===== src/rtl/operand_entry_fsm.sv =====
// Operand entry for the ripple adder: debounced keys load A, B/cin, then latch {cout,sum}.
// Latency: key press accepted DEBOUNCE_CYCLES+2 cycles after raw rise; result latched one cycle after ADD.
// Backpressure: none; keys are one-shot events and are dropped when the FSM cannot use them.
module operand_entry_fsm #(
    parameter int WIDTH           = 4,
    parameter int DEBOUNCE_CYCLES = 16
) (
    input  logic             clk,
    input  logic             rst,
    input  logic [WIDTH-1:0] sw,
    input  logic             cin_sw,
    input  logic             key_enter,
    input  logic             key_clear,
    input  logic [WIDTH-1:0] sum_in,
    input  logic             cout_in,
    output logic [WIDTH-1:0] a_out,
    output logic [WIDTH-1:0] b_out,
    output logic             cin_out,
    output logic [WIDTH:0]   result,
    output logic             result_valid,
    output logic [1:0]       state_out
);

    localparam int            CW       = $clog2(DEBOUNCE_CYCLES + 1);
    localparam logic [CW-1:0] CNT_LAST = CW'(DEBOUNCE_CYCLES - 1);
    localparam int            ENTER    = 0;
    localparam int            CLEAR    = 1;

    typedef enum logic [1:0] {
        LOAD_A = 2'b00,
        LOAD_B = 2'b01,
        ADD    = 2'b10,
        SHOW   = 2'b11
    } state_t;

    state_t        state;
    logic [1:0]    key_raw;
    logic [1:0]    sync1;
    logic [1:0]    sync2;
    logic [1:0]    accepted;
    logic [1:0]    press;
    logic [CW-1:0] cnt [2];

    assign key_raw   = {key_clear, key_enter};
    assign state_out = state;

    // Both keys share the same synchronizer/debounce path; a pulse only on an accepted rise.
    always_ff @(posedge clk or posedge rst) begin
        if (rst) begin
            sync1    <= '0;
            sync2    <= '0;
            accepted <= '0;
            press    <= '0;
            for (int k = 0; k < 2; k++) begin
                cnt[k] <= '0;
            end
        end else begin
            sync1 <= key_raw;
            sync2 <= sync1;
            for (int k = 0; k < 2; k++) begin
                press[k] <= 1'b0;
                if (sync2[k] != accepted[k]) begin
                    if (cnt[k] == CNT_LAST) begin
                        accepted[k] <= sync2[k];
                        cnt[k]      <= '0;
                        press[k]    <= sync2[k];
                    end else begin
                        cnt[k] <= cnt[k] + CW'(1);
                    end
                end else begin
                    cnt[k] <= '0;
                end
            end
        end
    end

    always_ff @(posedge clk or posedge rst) begin
        if (rst) begin
            state        <= LOAD_A;
            a_out        <= '0;
            b_out        <= '0;
            cin_out      <= 1'b0;
            result       <= '0;
            result_valid <= 1'b0;
        end else if (press[CLEAR]) begin
            state        <= LOAD_A;
            a_out        <= '0;
            b_out        <= '0;
            cin_out      <= 1'b0;
            result       <= '0;
            result_valid <= 1'b0;
        end else begin
            case (state)
                LOAD_A: begin
                    if (press[ENTER]) begin
                        a_out <= sw;
                        state <= LOAD_B;
                    end
                end
                LOAD_B: begin
                    if (press[ENTER]) begin
                        b_out   <= sw;
                        cin_out <= cin_sw;
                        state   <= ADD;
                    end
                end
                ADD: begin
                    result       <= {cout_in, sum_in};
                    result_valid <= 1'b1;
                    state        <= SHOW;
                end
                SHOW: begin
                    // Accumulate: sum becomes next A, carry bit is dropped.
                    if (press[ENTER]) begin
                        a_out        <= result[WIDTH-1:0];
                        result_valid <= 1'b0;
                        state        <= LOAD_B;
                    end
                end
                default: state <= LOAD_A;
            endcase
        end
    end

endmodule


===== config.mk =====
export PLATFORM = sky130hd
export DESIGN_NAME = operand_entry_fsm
export DESIGN_NICKNAME = d
export VERILOG_FILES = /design/src/rtl/operand_entry_fsm.sv
export SDC_FILE = /design/constraint.sdc
export NUM_CORES = 1
export LEC_CHECK = 0
export BUFFER_PORTS_ARGS = -buffer_cell sky130_fd_sc_hd__buf_2
export CAP_MARGIN = 0
export CORE_MARGIN = 2
export CORE_UTILIZATION = 40
export DETAILED_ROUTE_END_ITERATION = 10
export HOLD_SLACK_MARGIN = 0.1
export PLACE_DENSITY = 0.72
export SYNTH_ARGS = -nofsm -noshare
export SYNTH_HDL_FRONTEND = slang
export SYNTH_SLANG_ARGS = --single-unit

===== constraint.sdc =====
create_clock -name clk -period 1.9 [get_ports clk]
set_input_delay 0.285 -clock clk [delete_from_list [all_inputs] [get_ports clk]]
set_output_delay 0.285 -clock clk [all_outputs]
set_load 0.005 [all_outputs]

==> impl_metrics.env <==
export IMPL_yosysWarnings=0
export IMPL_rows=22
export IMPL_path_max_fanout=7
export IMPL_ys_ff_latch=35
export IMPL_p_leak_nw=0.931
export IMPL_synth_top_family_by_area="simple AND/OR/NAND/NOR gates"
export IMPL_grt_usage_pct=14.1
export IMPL_cts_sinks=35
export IMPL_totalWireLength_um=2680
export IMPL_diodes=0
export IMPL_antenna_left=0
export IMPL_fin_nets=188
export IMPL_r2r_setup_slack_ns=0.28
export IMPL_grt_pass1_wl_um=4730
export IMPL_synth_main_ff_cell="dfrtp_1"
export IMPL_first_pass_iters=4
export IMPL_die_area_sq_um=4430
export IMPL_synth_nets=154
export IMPL_post_cts_setup_buffers=0
export IMPL_report_final_setup_viol=0
export IMPL_period_minus_slack_ns=1.62
export IMPL_viasPerCell=4.94
export IMPL_syn_area_sq_um=1560
export IMPL_start_util_pct=42.1
export IMPL_routed_top_layer="met4"
export IMPL_place_hpwl_um=2030
export IMPL_synth_distinct_cells=29
export IMPL_cts_buffers_inserted=5
export IMPL_syn_inst=133
export IMPL_grt_pass1_vias=1085
export IMPL_yosysTopAreaCell="dfrtp_1"
export IMPL_max_freq_mhz=616
export IMPL_worst_setup_path_type="reg2reg"
export IMPL_cpMaxStageDelayCell="dfrtp_1"
export IMPL_fin_util_pct=49.4
export IMPL_dr_wl_met2_um=1320
export IMPL_htreeDepth=2
export IMPL_clock_path_buffers=2
export IMPL_arrival_ns=1.79
export IMPL_ys_top_cells_by_count="35 x dfrtp_1, 17 x nor2_1, 9 x mux2i_1, 9 x nand2_1, 9 x nand3_1"
export IMPL_synth_edf_count=0
export IMPL_cts_tree="done"
export IMPL_hold_violations=0
export IMPL_cp_end_kind="register"
export IMPL_antenna_found_initial=0
export IMPL_min_path_type="in2async"
export IMPL_core_sq_um=3720
export IMPL_slew_viol_final=0
export IMPL_skew_ns=0.00562
export IMPL_syn_to_final_growth_pct=17.3
export IMPL_yosysSeqAreaShare_pct=56.0
export IMPL_synth_area_top_cells="dfrtp_1 56%, mux2i_1 5.8%, ha_1 5.6%"
export IMPL_drcViolationCount=0
export IMPL_synthSimpleGateAreaFrac_pct=15.4
export IMPL_clk_pin_slew_ns=0.07
export IMPL_drive_gt1_share_pct=28.0
export IMPL_portBuffers=30
export IMPL_cp_required_ns=2.06
export IMPL_fin_crit_sh_pct=85.4
export IMPL_drt_met1_wl_um=1190
export IMPL_place_congestion=0.779
export IMPL_die_h_um=66.5
export IMPL_r2r_end="a_out[2]"
export IMPL_power_density_nw_per_um2=1020
export IMPL_path_cells="ha_1 -> o21a_4 -> nor2_8 -> mux2_4"
export IMPL_root_buffer="clkbuf_8"
export IMPL_grt_max_degree=36
export IMPL_reg2reg_from="state_out[0]"
export IMPL_synth_top_area_share_pct=56.0
export IMPL_slowest_delay_ns=0.45
export IMPL_wl_met3_um=152
export IMPL_cap_violations=0
export IMPL_critPathLaunchType="register"
export IMPL_vias=1067
export IMPL_grt_ovfl_total=0
export IMPL_worstMarginPinSlew_ns=0.409
export IMPL_clkLatencyLatePin_ns=0.28
export IMPL_setup_tns_final_ns=0
export IMPL_drtIter0Drc=50
export IMPL_syn_avg_cell_area_sq_um=11.8
export IMPL_ir_drop_mv=0.674
export IMPL_synth_xor_area_share_pct=2.80
export IMPL_pin_count=31
export IMPL_cts_resized=0
export IMPL_wl_per_cell_um=12.4
export IMPL_ys_async_sr_fraction_pct=100
export IMPL_rr_worst_depth=4
export IMPL_synthAdderAreaFrac_pct=5.60
export IMPL_die_w_um=66.5
export IMPL_outcome="complete, no violations"
export IMPL_synth_compound_area_share_pct=5.68
export IMPL_relSlewSlack_pct=72.5
export IMPL_rsz0062_at_grt="no"
export IMPL_synthMostInstantiatedCell="dfrtp_1"
export IMPL_synth_area_mux_share_pct=11.0
export IMPL_cts_hold_buf=0
-- kinds of logic after synthesis --
group | count (synthesis)
AO/OA/AOI/OAI | 14
XOR/XNOR | 5
adder cells (fa/ha/maj) | 7
buffers and inverters | 10
flip-flops | 35
multiplexers | 15
AND/OR/NAND/NOR | 47
-- critical path: cells and delay by family (launching register included) --
family	cells	cell delay, ns
mux	1	0.31
fa+ha+maj	1	0.35
flops	1	0.45
compound gates	1	0.28
simple gates	1	0.13
-- worst max-delay path by stage --
| stage | start | to | slack, ns |
|---|---|---|---|
| final | state_out[0] | a_out[2] | 0.28 |
| after global routing | state_out[0] | a_out[2] | 0.20 |
| after CTS | state_out[0] | a_out[0] | 0.28 |
| after detailed placement | state_out[0] | a_out[0] | 0.29 |
| after global placement | state_out[0] | a_out[2] | 0.35 |
| after floorplan | state_out[0] | a_out[0] | 0.37 |
-- per-stage QoR --
stage          setup slack (ns)  power [mW]  std cells  hold slack (ns)  instance area (sq um)
3_5_place_dp              0.292        1.40        208            0.335                   1750
5_1_grt                   0.203        2.01        216            0.101                   1830
4_1_cts                   0.276        1.91        216            0.101                   1830
2_1_floorplan             0.367        1.25        133            0.316                   1560
3_3_place_gp              0.351        1.38        208            0.337                   1750
6_report                  0.277        1.87        216           0.0906                   1830
-- registers in the layout (all words and copies together) (netlist names) --
register      cells
sync2             2
cin_out           1
state_out         2
press             2
sync1             2
a_out             4
result            5
cnt              10
accepted          2
result_valid      1
b_out             4
-- power by group --
| part | switching, mW | internal (mW) | total [mW] |
|---|---|---|---|
| combinational | 0.225 | 0.225 | 0.450 |
| clock | 0.240 | 0.257 | 0.497 |
| sequential | 0.0840 | 0.843 | 0.927 |
| total | 0.549 | 1.32 | 1.87 |
-- layer usage --
| metal | global-route usage, % | vias up |
|---|---|---|
| li1 | - | 514 |
| met4 | 4.59 | 0 |
| met1 | 17.4 | 526 |
| met5 | 0 | - |
| met3 | 5.07 | 3 |
| met2 | 23.1 | 24 |
-- cell type report --
type | instances | area [sq um]
fill | 345 | 1880
sequential | 35 | 876
multi-input combinational | 88 | 633
timing repair buffer | 32 | 165
clock buffer | 7 | 76.3
tap | 48 | 60.1
inverter | 5 | 18.8
clock inverter | 1 | 5.00
-- placed cells by master (no fill, tap or decap), types with 2 or more instances in the layout --
cell type	instances
dfrtp_1	35
nor4b_1	2
buf_4	2
xnor2_1	2
inv_1	5
mux2_2	2
nand2_1	9
o21ai_0	2
buf_2	30
ha_1	7
a21oi_1	7
nand2b_1	3
nor2_1	17
mux2i_1	9
clkbuf_8	5
a211oi_1	2
nand3_1	9
xor2_1	3
clkbuf_1	2
mux2_4	4
(Power assumes the default switching activity.)
